$ cat src/rtl/gap_pht_updater_if.sv
// Commit-to-updater channel: per-lane resolved branch outcomes plus the
// single ready that backpressures the whole commit group.
interface gap_pht_updater_if #(
  parameter int UPDATE_WIDTH = 2,
  parameter int PC_WIDTH     = 32,
  parameter int GHR_WIDTH    = 5
);
  logic [UPDATE_WIDTH-1:0]                upd_valid;
  logic [UPDATE_WIDTH-1:0][PC_WIDTH-1:0]  upd_pc;
  logic [UPDATE_WIDTH-1:0][GHR_WIDTH-1:0] upd_hist;
  logic [UPDATE_WIDTH-1:0]                upd_taken;
  logic                                   upd_ready;

  modport master (output upd_valid, upd_pc, upd_hist, upd_taken, input upd_ready);
  modport slave  (input upd_valid, upd_pc, upd_hist, upd_taken, output upd_ready);
endinterface

$ cat src/rtl/gap_pht_updater.sv
// GAp PHT commit-side writer: queues resolved branches, then applies 2-bit
// saturating counter updates through a 2-stage read-modify-write.
module gap_pht_updater #(
  parameter int PHT_ENTRY_NUM = 2048,
  parameter int GHR_WIDTH     = 5,
  parameter int UPDATE_WIDTH  = 2,
  parameter int QUEUE_DEPTH   = 4,
  parameter int PC_WIDTH      = 32
) (
  input  logic                               clk,
  input  logic                               rst_n,
  gap_pht_updater_if.slave                   upd,
  output logic                               init_busy,
  output logic [$clog2(QUEUE_DEPTH):0]       queue_count,
  output logic                               pht_rd_en,
  output logic [$clog2(PHT_ENTRY_NUM)-1:0]   pht_rd_addr,
  input  logic [1:0]                         pht_rd_data,
  output logic                               pht_wr_en,
  output logic [$clog2(PHT_ENTRY_NUM)-1:0]   pht_wr_addr,
  output logic [1:0]                         pht_wr_data
);

  localparam int IDX_W   = $clog2(PHT_ENTRY_NUM);
  localparam int CNT_W   = $clog2(QUEUE_DEPTH) + 1;
  localparam int PTR_W   = (QUEUE_DEPTH > 1) ? $clog2(QUEUE_DEPTH) : 1;
  localparam int PC_LO_W = IDX_W - GHR_WIDTH;

  typedef enum logic {ST_INIT, ST_RUN} state_e;

  typedef struct packed {
    logic [IDX_W-1:0] idx;
    logic             taken;
  } entry_t;

  function automatic logic [IDX_W-1:0] make_idx(input logic [PC_WIDTH-1:0]  pc,
                                                input logic [GHR_WIDTH-1:0] hist);
    return {pc[2+PC_LO_W-1:2], hist};
  endfunction

  function automatic logic [PTR_W-1:0] ptr_inc(input logic [PTR_W-1:0] p);
    return (p == PTR_W'(QUEUE_DEPTH - 1)) ? '0 : p + 1'b1;
  endfunction

  function automatic logic [1:0] sat_update(input logic [1:0] ctr, input logic taken);
    if (taken) return (ctr == 2'b11) ? 2'b11 : ctr + 2'b01;
    else       return (ctr == 2'b00) ? 2'b00 : ctr - 2'b01;
  endfunction

  state_e           state_q,  state_d;
  logic             armed_q,  armed_d;
  logic [IDX_W-1:0] sweep_q,  sweep_d;
  logic [PTR_W-1:0] wptr_q,   wptr_d;
  logic [PTR_W-1:0] rptr_q,   rptr_d;
  logic [CNT_W-1:0] count_q,  count_d;
  entry_t           mem_q [QUEUE_DEPTH];
  entry_t           mem_d [QUEUE_DEPTH];
  logic             s2_valid_q, s2_valid_d;
  logic [IDX_W-1:0] s2_idx_q,   s2_idx_d;
  logic             s2_taken_q, s2_taken_d;
  logic             fwd_valid_q, fwd_valid_d;
  logic [IDX_W-1:0] fwd_idx_q,   fwd_idx_d;
  logic [1:0]       fwd_data_q,  fwd_data_d;

  logic [PTR_W-1:0] wp;
  logic [CNT_W-1:0] enq_n;
  logic             deq;
  logic [1:0]       base_ctr;
  logic [1:0]       new_ctr;

  // Only the index bits of the PC feed the table.
  logic unused_pc;
  assign unused_pc = ^upd.upd_pc;

  assign init_busy   = (state_q == ST_INIT);
  assign queue_count = count_q;

  // NOTE: combinational logic uses blocking '=' and assigns every output a
  // default first, so no path leaves a signal unassigned and no latch forms.
  always_comb begin
    state_d     = state_q;
    armed_d     = 1'b1;
    sweep_d     = sweep_q;
    wptr_d      = wptr_q;
    rptr_d      = rptr_q;
    count_d     = count_q;
    mem_d       = mem_q;
    s2_valid_d  = 1'b0;
    s2_idx_d    = s2_idx_q;
    s2_taken_d  = s2_taken_q;
    fwd_valid_d = 1'b0;
    fwd_idx_d   = fwd_idx_q;
    fwd_data_d  = fwd_data_q;
    wp          = wptr_q;
    enq_n       = '0;
    deq         = 1'b0;
    base_ctr    = pht_rd_data;
    new_ctr     = 2'b00;
    upd.upd_ready = 1'b0;
    pht_rd_en   = 1'b0;
    pht_rd_addr = '0;
    pht_wr_en   = 1'b0;
    pht_wr_addr = '0;
    pht_wr_data = 2'b00;

    unique case (state_q)
      ST_INIT: begin
        // armed_q delays the first sweep write until one edge after reset release.
        if (armed_q) begin
          pht_wr_en   = 1'b1;
          pht_wr_addr = sweep_q;
          pht_wr_data = 2'b01;
          sweep_d     = sweep_q + 1'b1;
          if (sweep_q == IDX_W'(PHT_ENTRY_NUM - 1)) state_d = ST_RUN;
        end
      end

      ST_RUN: begin
        upd.upd_ready = (count_q <= CNT_W'(QUEUE_DEPTH - UPDATE_WIDTH));

        // Valid lanes pack into consecutive slots, lane 0 first.
        if (upd.upd_ready) begin
          for (int i = 0; i < UPDATE_WIDTH; i++) begin
            if (upd.upd_valid[i]) begin
              mem_d[wp] = '{idx: make_idx(upd.upd_pc[i], upd.upd_hist[i]),
                            taken: upd.upd_taken[i]};
              wp    = ptr_inc(wp);
              enq_n = enq_n + 1'b1;
            end
          end
        end
        wptr_d = wp;

        // Head comes from the registered queue, so a fresh entry waits a cycle.
        if (count_q != '0) begin
          deq         = 1'b1;
          pht_rd_en   = 1'b1;
          pht_rd_addr = mem_q[rptr_q].idx;
          s2_valid_d  = 1'b1;
          s2_idx_d    = mem_q[rptr_q].idx;
          s2_taken_d  = mem_q[rptr_q].taken;
          rptr_d      = ptr_inc(rptr_q);
        end
        count_d = count_q + enq_n - CNT_W'(deq);

        // The array returns pre-write data on a same-cycle read, so the value
        // written one cycle earlier must come from the forward register.
        if (s2_valid_q) begin
          if (fwd_valid_q && (fwd_idx_q == s2_idx_q)) base_ctr = fwd_data_q;
          new_ctr     = sat_update(base_ctr, s2_taken_q);
          pht_wr_en   = 1'b1;
          pht_wr_addr = s2_idx_q;
          pht_wr_data = new_ctr;
          fwd_valid_d = 1'b1;
          fwd_idx_d   = s2_idx_q;
          fwd_data_d  = new_ctr;
        end
      end

      default: state_d = ST_INIT;
    endcase
  end

  always_ff @(posedge clk or negedge rst_n) begin
    if (!rst_n) begin
      state_q     <= ST_INIT;
      armed_q     <= 1'b0;
      sweep_q     <= '0;
      wptr_q      <= '0;
      rptr_q      <= '0;
      count_q     <= '0;
      s2_valid_q  <= 1'b0;
      s2_idx_q    <= '0;
      s2_taken_q  <= 1'b0;
      fwd_valid_q <= 1'b0;
      fwd_idx_q   <= '0;
      fwd_data_q  <= 2'b00;
    end else begin
      state_q     <= state_d;
      armed_q     <= armed_d;
      sweep_q     <= sweep_d;
      wptr_q      <= wptr_d;
      rptr_q      <= rptr_d;
      count_q     <= count_d;
      s2_valid_q  <= s2_valid_d;
      s2_idx_q    <= s2_idx_d;
      s2_taken_q  <= s2_taken_d;
      fwd_valid_q <= fwd_valid_d;
      fwd_idx_q   <= fwd_idx_d;
      fwd_data_q  <= fwd_data_d;
    end
  end

  // NOTE: queue storage is not reset; occupancy is tracked by count_q and the
  // pointers, so stale slots are never read.
  always_ff @(posedge clk) begin
    mem_q <= mem_d;
  end

endmodule

$ cat src/flat_wrapper.sv
// flat-port wrapper written by rule: the top's interface ports become plain ports
module gap_pht_updater_flat 
#(
  parameter int PHT_ENTRY_NUM = 2048,
  parameter int GHR_WIDTH     = 5,
  parameter int UPDATE_WIDTH  = 2,
  parameter int QUEUE_DEPTH   = 4,
  parameter int PC_WIDTH      = 32
)
  (clk, rst_n, init_busy, queue_count, pht_rd_en, pht_rd_addr, pht_rd_data, pht_wr_en, pht_wr_addr, pht_wr_data, upd_upd_valid, upd_upd_pc, upd_upd_hist, upd_upd_taken, upd_upd_ready);
  gap_pht_updater_if #(.UPDATE_WIDTH(UPDATE_WIDTH), .PC_WIDTH(PC_WIDTH), .GHR_WIDTH(GHR_WIDTH)) upd_i ();
  input  logic clk;
  input  logic rst_n;
  output logic init_busy;
  output logic [$clog2(QUEUE_DEPTH):0] queue_count;
  output logic pht_rd_en;
  output logic [$clog2(PHT_ENTRY_NUM)-1:0] pht_rd_addr;
  input  logic [1:0] pht_rd_data;
  output logic pht_wr_en;
  output logic [$clog2(PHT_ENTRY_NUM)-1:0] pht_wr_addr;
  output logic [1:0] pht_wr_data;
  input wire logic [$bits(upd_i.upd_valid)-1:0] upd_upd_valid;
  input wire logic [$bits(upd_i.upd_pc)-1:0] upd_upd_pc;
  input wire logic [$bits(upd_i.upd_hist)-1:0] upd_upd_hist;
  input wire logic [$bits(upd_i.upd_taken)-1:0] upd_upd_taken;
  output wire logic [$bits(upd_i.upd_ready)-1:0] upd_upd_ready;
  assign upd_i.upd_valid = upd_upd_valid;
  assign upd_i.upd_pc = upd_upd_pc;
  assign upd_i.upd_hist = upd_upd_hist;
  assign upd_i.upd_taken = upd_upd_taken;
  assign upd_upd_ready = upd_i.upd_ready;
  gap_pht_updater #(.PHT_ENTRY_NUM(PHT_ENTRY_NUM), .GHR_WIDTH(GHR_WIDTH), .UPDATE_WIDTH(UPDATE_WIDTH), .QUEUE_DEPTH(QUEUE_DEPTH), .PC_WIDTH(PC_WIDTH)) u_core (.clk(clk), .rst_n(rst_n), .upd(upd_i), .init_busy(init_busy), .queue_count(queue_count), .pht_rd_en(pht_rd_en), .pht_rd_addr(pht_rd_addr), .pht_rd_data(pht_rd_data), .pht_wr_en(pht_wr_en), .pht_wr_addr(pht_wr_addr), .pht_wr_data(pht_wr_data));
endmodule
$ cat config.mk
export PLATFORM = sky130hd
export DESIGN_NAME = gap_pht_updater_flat
export DESIGN_NICKNAME = d
export VERILOG_FILES = /design/src/rtl/gap_pht_updater_if.sv /design/src/rtl/gap_pht_updater.sv /design/src/flat_wrapper.sv
export SDC_FILE = /design/constraint.sdc
export NUM_CORES = 1
export LEC_CHECK = 0
export BUFFER_PORTS_ARGS = -buffer_cell sky130_fd_sc_hd__buf_2
export CAP_MARGIN = 40
export CORE_AREA = 10 10 126 128
export DETAILED_ROUTE_END_ITERATION = 12
export DIE_AREA = 0 0 136 138
export HOLD_SLACK_MARGIN = 0.03
export PLACE_DENSITY = 0.72
export SLEW_MARGIN = 20
export SYNTH_ARGS = -nofsm -noshare
export SYNTH_HDL_FRONTEND = slang
export SYNTH_SLANG_ARGS = --single-unit
$ cat constraint.sdc
create_clock -name clk -period 2.1 [get_ports clk]
set_input_delay 0.42 -clock clk [delete_from_list [all_inputs] [get_ports clk]]
set_output_delay 0.42 -clock clk [all_outputs]
set_load 0.01 [all_outputs]
# Yosys cells after proc, flatten, opt, wreduce, memory -nomap -nowiden
# Cells that the tools add are included.
# classes
n_addsub,9
multipliers,0
n_div,0
order_cmp,6
n_eq_ne,6
shift,0
n_mux,51
bitwise,4
reduce_logical,9
# op_table
cell,count
$mux W48,4
$bwmux W48,2
$demux W12 S2,2
$mux W12,4
$mux W11,4
$mux W2,14
$bmux W12 S2,1
$pmux W11 S2,1
$mux W3,5
$mux W1,12
$add A11 B1 Y11 const B,1
$eq A11 B11 Y1,1
$eq A11 B11 Y1 const B,1
$ge A3 B3 Y1 const B,3
$not A2 Y3,3
$add A2 B1 Y2 const B,4
$eq A2 B2 Y1 const B,4
$reduce_and A2 Y1,4
$lt A3 B1 Y1 const B,2
$pmux W2 S2,1
$add A3 B1 Y3 const B,1
$add A3 B3 Y3,1
$le A3 B2 Y1 const B,1
$logic_and A1 B1 Y1,3
other kinds (6),6
# totals
register_bits,95
latch_bits,0
mem_bits_rw,0
romBits,0
out_inout_bits,31
mem_count,0

# Longest topological paths before layout
# Gate-level depths: netlist of the first run.
# depth
word_depth,12
depth_mapped,9
mapped_depth_nobuf,8

# Least setup slack after synthesis of the first run
# Ideal clock, no wire load.
# synth_timing
kind,reg2reg
startpoint,"register u_core.count_q[0], in the netlist u_core.queue_count[0]"
endpoint,"register u_core.count_q[2], in the netlist u_core.queue_count[2]"
setup_ns,0.126
arrival_ns,2.243
path_slack_ns,-0.269
stages_incl_launch_ff,10
n_path_buf,1
period_less_slack_ns,2.369
path_cell_list,dfrtp_1 > or3_1 > clkbuf_1 > ha_1 > inv_1 > ha_1 > fa_1 > xor2_1 > nand2_1 > xnor2_1
# synth_via
elab_chain_len,5
word_cells_on_any_way,8
cone_classes,2 x add/sub; 1 x order compare; 4 x mux; 1 x reduce/logical
# synth_rtl
item,line_no,text
start: declaration,gap_pht_updater.sv:54,"logic [CNT_W-1:0] count_q, count_d;"
start signal: assignment,gap_pht_updater.sv:183,count_q <= count_d;
$le A3 B2 Y1,gap_pht_updater.sv:118,upd.upd_ready = (count_q <= CNT_W'(QUEUE_DEPTH - UPDATE_WIDTH));
$mux W3,gap_pht_updater.sv:121,if (upd.upd_ready) begin
$mux W3,gap_pht_updater.sv:105,unique case (state_q)
$add A3 B3 Y3,gap_pht_updater.sv:143,count_d = count_q + enq_n - CNT_W'(deq);
$sub A3 B1 Y3 *,gap_pht_updater.sv:143,
# Mark *: on every way between the ends. The rest lies on a longest branch, timed or not. The select of a mux whose other input is x is not followed.
# A chain may end at the register's enable or synchronous reset.

# Final worst setup path of the first run
# layout_timing
startpoint,register u_core.fwd_idx_q[0]
endpoint,output pht_wr_data[1]
# layout_via
elab_chain_len,10
word_cells_on_any_way,14
cone_classes,2 x add/sub; 2 x eq/ne; 8 x mux; 2 x reduce/logical
# layout_rtl
item,line_no,text
start: declaration,gap_pht_updater.sv:61,"logic [IDX_W-1:0] fwd_idx_q, fwd_idx_d;"
start signal: assignment,gap_pht_updater.sv:188,fwd_idx_q <= fwd_idx_d;
$eq A11 B11 Y1 *,gap_pht_updater.sv:148,if (fwd_valid_q && (fwd_idx_q == s2_idx_q)) base_ctr = fwd_data_q;
$logic_and A1 B1 Y1 *,gap_pht_updater.sv:148,
$mux W2 *,gap_pht_updater.sv:148,
$mux W2 *,gap_pht_updater.sv:147,if (s2_valid_q) begin
$mux W2 *,gap_pht_updater.sv:105,
$sub A2 B1 Y2 (tied with other cells),gap_pht_updater.sv:46,else return (ctr == 2'b00) ? 2'b00 : ctr - 2'b01;
"$mux W2, on equally long branches","gap_pht_updater.sv:46, gap_pht_updater.sv:45",
$mux W2 *,gap_pht_updater.sv:45,if (taken) return (ctr == 2'b11) ? 2'b11 : ctr + 2'b01;
$mux W2 *,gap_pht_updater.sv:147,
$pmux W2 S2 *,gap_pht_updater.sv:105,
end: declaration,flat_wrapper.sv:21,output logic [1:0] pht_wr_data;
# Marked as above.

==> impl_metrics.env, run 1 <==
export IMPL_status="finished with violations"
export IMPL_violations="negative setup slack"
export IMPL_finalCritPeriodShare_pct=121
export IMPL_dieArea_um2=18800
export IMPL_areaGrowthSynthToFinish_pct=26.5
export IMPL_cts_tree="built"
export IMPL_synth_top_area_cell="edfxtp_1"
export IMPL_p_leak_nw=3.17
export IMPL_cts_max_path_buffers=2
export IMPL_synth_fp_nets=589
export IMPL_globalRouteTotalUtil_pct=14.3
export IMPL_synth_top_area_share_pct=27.4
export IMPL_fin_util_pct=49.3
export IMPL_topRoutingLayerUsed="met4"
export IMPL_seq_area_frac_synth_pct=49.7
export IMPL_yosysWarnings=0
export IMPL_reg2reg_from="u_core.queue_count[0]"
export IMPL_ys_types=43
export IMPL_fin_cells=781
export IMPL_crit_fanout=3
export IMPL_synth_edf_count=48
export IMPL_r2r_end="u_core.queue_count[2]"
export IMPL_drt_iter0_drc=302
export IMPL_route_met3_wl_um=941
export IMPL_drv_slew=0
export IMPL_die_w_um=136
export IMPL_total_power_w=0.00423
export IMPL_dr_pass1_iters=6
export IMPL_cts_num_sinks=95
export IMPL_cp_start_kind="flip-flop"
export IMPL_maxCapViolations=0
export IMPL_synth_area_leaders="edfxtp_1 (27%), dfrtp_1 (22%), mux2i_1 (9.5%), nand2_1 (8.6%), o21ai_0 (5.6%)"
export IMPL_path_class="reg -> out"
export IMPL_power_density_nw_per_um2=635
export IMPL_grt_overflow=0
export IMPL_start_util_pct=39.0
export IMPL_cts_made_buffers=9
export IMPL_dr_wl_met2_mm=6.62
export IMPL_drc=0
export IMPL_holdBufCountCts=0
export IMPL_cts_htree_levels=3
export IMPL_reg2reg_depth=8
export IMPL_hold_path_class="in -> async"
export IMPL_worst_ep_arrival_time_ns=2.13
export IMPL_insertion_delay_ns=0.35
export IMPL_grt_setup_unrepaired="yes"
export IMPL_grt_pass1_vias=4194
export IMPL_netlist_area_um2=5260
export IMPL_synthCells=492
export IMPL_hpwl_mm=9.43
export IMPL_ys_flop_type="edfxtp_1"
export IMPL_pin_count=113
export IMPL_die_y_um=138
export IMPL_clock_skew_ns=0.00517
export IMPL_nNetsFinal=692
export IMPL_synth_area_per_cell_um2=10.7
export IMPL_m1WireLength_mm=5.87
export IMPL_required_ns=1.68
export IMPL_end_kind="primary output"
export IMPL_ant_nets=0
export IMPL_wire_per_inst_um=17.5
export IMPL_num_fill_cells=1216
export IMPL_wirelength_mm=13.7
export IMPL_vias_per_cell=5.20
export IMPL_worst_slack_ns=-0.449
export IMPL_hold_viol_final=0
export IMPL_ys_ff_latch=95
export IMPL_antenna_found_initial=1
export IMPL_setup_viol=12
export IMPL_drive_above_1_share_pct=29.8
export IMPL_routabilityCongestion=0.828
export IMPL_root_buffer="clkbuf_16"
export IMPL_core_area_um2=13500
export IMPL_dp_cells=746
export IMPL_rows=43
export IMPL_io_buffers=60
export IMPL_grt_max_degree=48
export IMPL_holdWs_ns=0.0468
export IMPL_via_count=4059
export IMPL_timing_final_crit_period_ns=2.55
export IMPL_ys_async_sr_fraction_pct=49.5
export IMPL_cts_clk_slew_worst_paths_ns=0.06
export IMPL_synth_commonest_cells="nand2_1 (121), o21ai_0 (59), mux2i_1 (50)"
export IMPL_grt_first_pass_wirelength_mm=21.7
export IMPL_vdd_drop_max_uv=621
export IMPL_r2r_slack_ns=0.03
export IMPL_yosysMostFrequentCell="nand2_1"
export IMPL_max_freq_mhz=392
stage by stage:
| stage | setup slack, ns | setup TNS (ns) | area, um^2 |
|---|---|---|---|
| after floorplan | -0.107 | -0.124 | 5310 |
| after detailed placement | -0.113 | -0.256 | 6070 |
| after global routing | -0.581 | -2.43 | 6660 |
| after global placement | -0.0791 | -0.0791 | 6070 |
| final | -0.449 | -1.36 | 6660 |
| after CTS | -0.455 | -1.93 | 6630 |
kinds of logic after synthesis:
| logic type | count (synthesis) | synth area share, % |
|---|---|---|
| compound gates | 82 | 8.82 |
| xor+xnor | 24 | 3.99 |
| fa+ha+maj | 15 | 3.71 |
| buf+inv | 41 | 3.61 |
| flops | 95 | 49.7 |
| mux | 64 | 15.4 |
| other cells | 1 | 0.0713 |
| simple gates | 170 | 14.7 |
how the worst max path moves through the flow:
| stage | to | slack [ns] | startpoint |
|---|---|---|---|
| after floorplan | u_core.queue_count[2] | -0.11 | u_core.queue_count[1] |
| after global placement | pht_wr_data[1] | -0.08 | u_core.s2_idx_q[7] |
| after detailed placement | pht_wr_data[1] | -0.11 | u_core.s2_idx_q[10] |
| after CTS | pht_wr_data[1] | -0.46 | u_core.fwd_idx_q[10] |
| after global routing | pht_wr_data[1] | -0.58 | u_core.fwd_idx_q[8] |
| final | pht_wr_data[1] | -0.45 | u_core.fwd_idx_q[0] |
registers in the layout, indices dropped and copies added, names as in the netlist, 2 cells and up:
name	flops
u_core.mem_q	48
u_core.rptr_q	2
u_core.fwd_idx_q	11
u_core.fwd_data_q	2
u_core.queue_count	3
u_core.s2_idx_q	11
u_core.sweep_q	11
u_core.wptr_q	2
critical path, cell delays in order (launching register included):
cell and delay (ns):
dfrtp_1 0.41, xnor2_2 0.17, nand4_1 0.14, nor3_2 0.26, mux2_4 0.35, a221oi_4 0.24
nor3_2 0.07, buf_2 0.14
placed cells by master (no fill, tap or decap), types with 3 or more instances in the layout:
master / netlist / layout
nand2_1: 121 / 119
dfrtp_1: 47 / 46
edfxtp_1: 48 / 48
and3_4: 6 / 11
mux4_2: 8 / 12
clkinvlp_4: 0 / 4
o21ai_0: 59 / 55
nand3_1: 6 / 6
nor2_1: 10 / 10
o21ai_1: 2 / 5
and2_1: 1 / 3
ha_1: 14 / 12
clkbuf_16: 0 / 9
xnor2_1: 19 / 18
inv_1: 16 / 11
buf_6: 1 / 14
mux2i_1: 50 / 48
buf_4: 1 / 46
nand4_1: 5 / 5
buf_12: 1 / 6
a21oi_1: 4 / 4
xor2_1: 5 / 5
inv_2: 0 / 3
clkinvlp_2: 0 / 3
a21o_1: 11 / 11
buf_2: 7 / 49
where the power goes:
part	switching (W)	internal, W	leakage (nW)	total (W)
registers	0.0000724	0.00202	1.05	0.00209
clock network	0.000699	0.00104	0.141	0.00174
logic	0.000231	0.000169	1.98	0.000400
what timing repair did:
action                                  CTS  global route
endpoints found under the setup margin   18            67
endpoints found under the hold margin     0             0
gates cloned                              1             1
pin swaps                                12            11
gates resized for setup                  38            15
setup buffers                            15             4
final cells by class:
| cell class | count | area (um^2) | share of cell area [%] |
|---|---|---|---|
| diodes | 1 | 2.50 | 0.0376 |
| clock inverters | 6 | 85.1 | 1.28 |
| repair buffers | 116 | 883 | 13.3 |
| repair inverters | 1 | 5.00 | 0.0752 |
| flip-flops and latches | 95 | 2620 | 39.3 |
| multi-input cells | 356 | 2540 | 38.2 |
| clock buffers | 10 | 229 | 3.44 |
| inverters | 16 | 67.6 | 1.01 |
| well taps | 180 | 225 | 3.38 |
metal layers:
metal | vias up | GRT usage, %
li1 | 1926 | -
met1 | 1971 | 18.0
met2 | 140 | 23.5
met3 | 22 | 3.80
met4 | 0 | 4.21
met5 | - | 0
Power figures use the tool's default switching activity.
==> run 2, diff against run 1 <==
--- a/config.mk
+++ b/config.mk
@@ -11,7 +11,7 @@
 export DETAILED_ROUTE_END_ITERATION = 12
 export DIE_AREA = 0 0 136 138
 export HOLD_SLACK_MARGIN = 0.03
-export PLACE_DENSITY = 0.72
+export PLACE_DENSITY = 0.7
 export SLEW_MARGIN = 20
 export SYNTH_ARGS = -nofsm -noshare
 export SYNTH_HDL_FRONTEND = slang
==> constraint.sdc (replaced) <==
create_clock -name clk -period 2.7 [get_ports clk]
set_input_delay 0.54 -clock clk [delete_from_list [all_inputs] [get_ports clk]]
set_output_delay 0.54 -clock clk [all_outputs]
set_load 0.01 [all_outputs]
==> impl_metrics.env, run 2 (synthesis results as in run 1) <==
export IMPL_worst_ep_arrival_time_ns=2.14
export IMPL_core_area_um2=13500
export IMPL_insertion_delay_ns=0.34
export IMPL_layout_commonest_cell="nand2_1"
export IMPL_antenna_cells=0
export IMPL_grt_first_pass_wirelength_mm=20.5
export IMPL_via_count=3903
export IMPL_io_buffers=60
export IMPL_crit_buf_inv=1
export IMPL_hold_viol_final=0
export IMPL_drt_iter0_drc=312
export IMPL_reg2reg_from="u_core.wptr_q[0]"
export IMPL_maxCapViolations=0
export IMPL_wirelength_mm=12.8
export IMPL_required_ns=2.16
export IMPL_drv_slew=0
export IMPL_drive_above_1_share_pct=21.0
export IMPL_die_w_um=136
export IMPL_worst_slack_ns=0.0180
export IMPL_root_buffer="clkbuf_16"
export IMPL_die_y_um=138
export IMPL_hold_path_class="reg -> reg"
export IMPL_routabilityCongestion=0.855
export IMPL_largest_reg_flops=48
export IMPL_drc=0
export IMPL_grt_max_degree=49
export IMPL_power_density_nw_per_um2=526
export IMPL_cts_max_path_buffers=2
export IMPL_end_kind="primary output"
export IMPL_grt_setup_unrepaired="yes"
export IMPL_grt_overflow=0
export IMPL_timing_final_crit_period_ns=2.68
export IMPL_start_util_pct=39.0
export IMPL_total_power_w=0.00326
export IMPL_cts_tree="built"
export IMPL_antenna_found_initial=0
export IMPL_path_class="reg -> out"
export IMPL_crit_fanout=3
export IMPL_pre_cts_ws_ns=0.360
export IMPL_cts_clk_slew_worst_paths_ns=0.06
export IMPL_cp_cell_sequence="xnor2_1 -> nand4_1 -> nor3_4 -> mux2_4 -> a221oi_4 -> nor3_2 -> buf_2"
export IMPL_dieArea_um2=18800
export IMPL_slowest_delay_ns=0.42
export IMPL_nNetsFinal=658
export IMPL_min_delay_start="u_core.fwd_idx_q[4]"
export IMPL_crit_path_start="u_core.s2_idx_q[10]"
export IMPL_vias_per_cell=5.23
export IMPL_largest_register="u_core.mem_q"
export IMPL_fin_util_pct=45.9
export IMPL_dr_pass1_iters=5
export IMPL_cp_start_kind="flip-flop"
export IMPL_finalCritPeriodShare_pct=99.3
export IMPL_cts_num_sinks=95
export IMPL_max_freq_mhz=373
export IMPL_globalRouteTotalUtil_pct=13.5
export IMPL_dpl_cell_area_um2=5820
export IMPL_slowest_stage="dfrtp_1"
export IMPL_grt_pass1_vias=3945
export IMPL_status="finished, final reports clean"
export IMPL_setup_tns_ns=0
export IMPL_hpwl_mm=9.28
export IMPL_cts_htree_levels=3
export IMPL_ant_nets=0
export IMPL_stdcell_area_um2=6200
export IMPL_layout_common_cells="nand2_1 (121), buf_2 (60), o21ai_0 (59)"
export IMPL_areaGrowthSynthToFinish_pct=17.7
export IMPL_setup_viol=0
export IMPL_clock_skew_ns=0.00625
export IMPL_wire_per_inst_um=17.1
export IMPL_cts_made_buffers=9
export IMPL_pin_count=113
export IMPL_vdd_drop_max_uv=322
export IMPL_path_delay_family="simple AND/OR/NAND/NOR gates"
export IMPL_rows=43
export IMPL_p_leak_nw=3.01
[run 2: cell count changes in the layout (fill, tap and decap cells not counted), moves of 4 or more]
cell,change
buf_6,-14
buf_12,-5
buf_2,+11
buf_4,-25
and3_1,+5
mux4_2,-4
mux4_1,+4
inv_1,+4
and3_4,-5
o21ai_0,+4
[run 2: final cells by class]
| type | instances | area, um^2 |
|---|---|---|
| Fill cell | 1236 | 7310 |
| Sequential cell | 95 | 2620 |
| Multi-Input combinational cell | 356 | 2490 |
| Timing Repair Buffer | 83 | 488 |
| Clock buffer | 10 | 229 |
| Tap cell | 180 | 225 |
| Clock inverter | 6 | 83.8 |
| Inverter | 16 | 60.1 |
[run 2: per-layer routing]
metal | track usage (%) | vias up | share of wire [%]
li1 | - | 1864 | -
met1 | 17.6 | 1907 | 44
met2 | 21.9 | 119 | 48
met3 | 3.73 | 13 | 6.5
met4 | 2.86 | 0 | 0.96
met5 | 0 | - | 0
[run 2: worst register-to-register path: cells and delay by family, from the launching register on]
| family | cells | cell delay, ns |
|---|---|---|
| AOI/OAI and AO/OA | 1 | 0.09 |
| buffers and inverters | 3 | 0.43 |
| adders and majority gates | 2 | 0.50 |
| and+or+nand+nor | 2 | 0.26 |
| DFF | 1 | 0.43 |
| muxes | 1 | 0.33 |
[run 2: worst paths after layout]
check                                           end  slack (ns)  cells after the start
worst max-delay path                 pht_wr_data[1]        0.02                      7
worst min-delay path            u_core.fwd_idx_q[4]        0.50                      2
worst max register to register      u_core.mem_q[7]        0.41                      9
worst min register to register  u_core.fwd_idx_q[4]        0.50                      2
max in group asynchronous          u_core.wptr_q[1]        1.54                      3
min in group asynchronous       u_core.fwd_idx_q[6]        0.57                      2
[run 2: repair_timing]
| item | in CTS | in global routing |
|---|---|---|
| hold buffers | 1 | 0 |
| setup buffers | 2 | 1 |
| pin swaps | 2 | 6 |
| gates resized for setup | 0 | 6 |
| setup endpoints to repair | 1 | 5 |
| endpoints found under the hold margin | 4 | 0 |
[run 2: stage by stage]
stage                     instances  hold slack [ns]
after floorplan                 492            0.244
after global placement          727            0.388
after detailed placement        727            0.390
after CTS                       746            0.500
after global routing            746            0.526
final                           746            0.497
[run 2: power by group]
| group | total (W) | internal, W | switching, W |
|---|---|---|---|
| Sequential | 0.00162 | 0.00157 | 0.0000529 |
| Combinational | 0.000290 | 0.000118 | 0.000172 |
| Clock | 0.00135 | 0.000809 | 0.000540 |
==> run 3, diff against run 2 <==
--- a/config.mk
+++ b/config.mk
@@ -7,11 +7,11 @@
 export LEC_CHECK = 0
 export BUFFER_PORTS_ARGS = -buffer_cell sky130_fd_sc_hd__buf_2
 export CAP_MARGIN = 40
-export CORE_AREA = 10 10 126 128
+export CORE_AREA = 10 10 109 111
 export DETAILED_ROUTE_END_ITERATION = 12
-export DIE_AREA = 0 0 136 138
+export DIE_AREA = 0 0 119 121
 export HOLD_SLACK_MARGIN = 0.03
-export PLACE_DENSITY = 0.7
+export PLACE_DENSITY = 0.89
 export SLEW_MARGIN = 20
 export SYNTH_ARGS = -nofsm -noshare
 export SYNTH_HDL_FRONTEND = slang
==> impl_metrics.env, run 3 (synthesis results as in run 1) <==
export IMPL_status="finished with violations"
export IMPL_violations="negative setup slack"
export IMPL_p_leak_nw=3.01
export IMPL_antenna_cells=0
export IMPL_pre_cts_ws_ns=0.318
export IMPL_drive_above_1_share_pct=22.2
export IMPL_num_fill_cells=781
export IMPL_nNetsFinal=660
export IMPL_via_count=4039
export IMPL_die_w_um=119
export IMPL_core_area_um2=9640
export IMPL_timing_final_crit_period_ns=2.75
export IMPL_largest_reg_flops=48
export IMPL_drt_iter0_drc=367
export IMPL_root_buffer="clkbuf_8"
export IMPL_finalCritPeriodShare_pct=102
export IMPL_holdBufCountCts=0
export IMPL_cts_clk_slew_worst_paths_ns=0.10
export IMPL_cts_tree="built"
export IMPL_setup_tns_ns=-0.0504
export IMPL_clock_skew_ns=0.0108
export IMPL_cts_num_sinks=95
export IMPL_maxCapViolations=0
export IMPL_fin_util_pct=62.9
export IMPL_io_buffers=60
export IMPL_cts_htree_levels=3
export IMPL_wirelength_mm=12.9
export IMPL_worst_ep_arrival_time_ns=2.21
export IMPL_grt_first_pass_wirelength_mm=21.2
export IMPL_path_class="reg -> out"
export IMPL_setup_viol=1
export IMPL_cts_max_path_buffers=2
export IMPL_globalRouteTotalUtil_pct=18.1
export IMPL_reg2reg_depth=9
export IMPL_end_kind="primary output"
export IMPL_vdd_drop_max_uv=400
export IMPL_hold_path_class="in -> async"
export IMPL_required_ns=2.16
export IMPL_dieArea_um2=14400
export IMPL_insertion_delay_ns=0.37
export IMPL_drc=0
export IMPL_pin_count=113
export IMPL_routabilityCongestion=0.884
export IMPL_max_freq_mhz=364
export IMPL_grt_setup_unrepaired="yes"
export IMPL_grt_pass1_vias=4181
export IMPL_hold_viol_final=0
export IMPL_layout_commonest_cell="nand2_1"
export IMPL_vias_per_cell=5.76
export IMPL_hpwl_mm=9.15
export IMPL_drv_slew=0
export IMPL_grt_overflow=0
export IMPL_areaGrowthSynthToFinish_pct=15.3
export IMPL_cp_start_kind="flip-flop"
export IMPL_rows=36
export IMPL_crit_fanout=3
export IMPL_ant_nets=0
export IMPL_wire_per_inst_um=18.5
export IMPL_cts_made_buffers=9
export IMPL_die_y_um=121
export IMPL_power_density_nw_per_um2=499
export IMPL_dr_pass1_iters=7
export IMPL_start_util_pct=54.6
export IMPL_worst_slack_ns=-0.0504
export IMPL_largest_register="u_core.mem_q"
export IMPL_grt_max_degree=26
export IMPL_antenna_found_initial=0
export IMPL_layout_common_cells="nand2_1 (121), buf_2 (60), o21ai_0 (59)"
## run 3: area by class of cell
cell class | instances | area, um^2 | share of cell area, %
clock buffers | 11 | 151 | 2.50
clock inverters | 5 | 83.8 | 1.38
inverters | 16 | 60.1 | 0.990
multi-input cells | 356 | 2500 | 41.2
flip-flops and latches | 95 | 2620 | 43.1
well taps | 133 | 166 | 2.74
repair buffers | 85 | 488 | 8.04
## run 3: stage by stage
step	hold WS [ns]	instances	total power [W]	instance area (um^2)
floorplan	0.244	492	0.00181	5260
global placement	0.479	678	0.00192	5730
finish	0.116	701	0.00303	6070
detailed placement	0.494	678	0.00194	5730
global route	0.151	701	0.00313	6070
CTS	0.122	701	0.00303	6040
## run 3: what timing repair did
item / CTS / global route
resized for setup: 3 / 3
gates cloned: 0 / 0
pin swaps: 6 / 4
endpoints found under the setup margin: 1 / 2
buffers inserted: 7 / 1
## run 3: power by group
group	internal (W)	switching, W
Sequential	0.00157	0.0000563
Clock	0.000580	0.000535
Combinational	0.000115	0.000174
## run 3: worst paths after layout
kind                                          start             endpoint  slack (ns)
worst max-delay path             u_core.s2_idx_q[2]       pht_wr_data[1]       -0.05
worst min-delay path                          rst_n  u_core.fwd_idx_q[1]        0.12
worst max register to register     u_core.wptr_q[0]     u_core.mem_q[15]        0.44
worst min register to register  u_core.fwd_idx_q[3]  u_core.fwd_idx_q[3]        0.51
max in group asynchronous                     rst_n   u_core.s2_idx_q[3]        1.87
min in group clk                     upd_upd_pc[37]     u_core.mem_q[33]        0.49
## run 3: critical path, cell delays in order, from the launching register on
cell	delay (ns)
dfrtp_1	0.46
xnor2_2	0.20
nand4_1	0.11
nor3_2	0.28
mux2_4	0.36
a221oi_4	0.23
nor3_2	0.06
buf_2	0.14
## run 3: routing by layer
layer / part of all wire [%] / GRT usage, % / vias up
met5: 0 / 0 / -
met3: 7.1 / 4.09 / 29
met2: 50 / 30.9 / 163
li1: - / - / 1871
met4: 2.9 / 7.71 / 0
met1: 40 / 21.4 / 1976
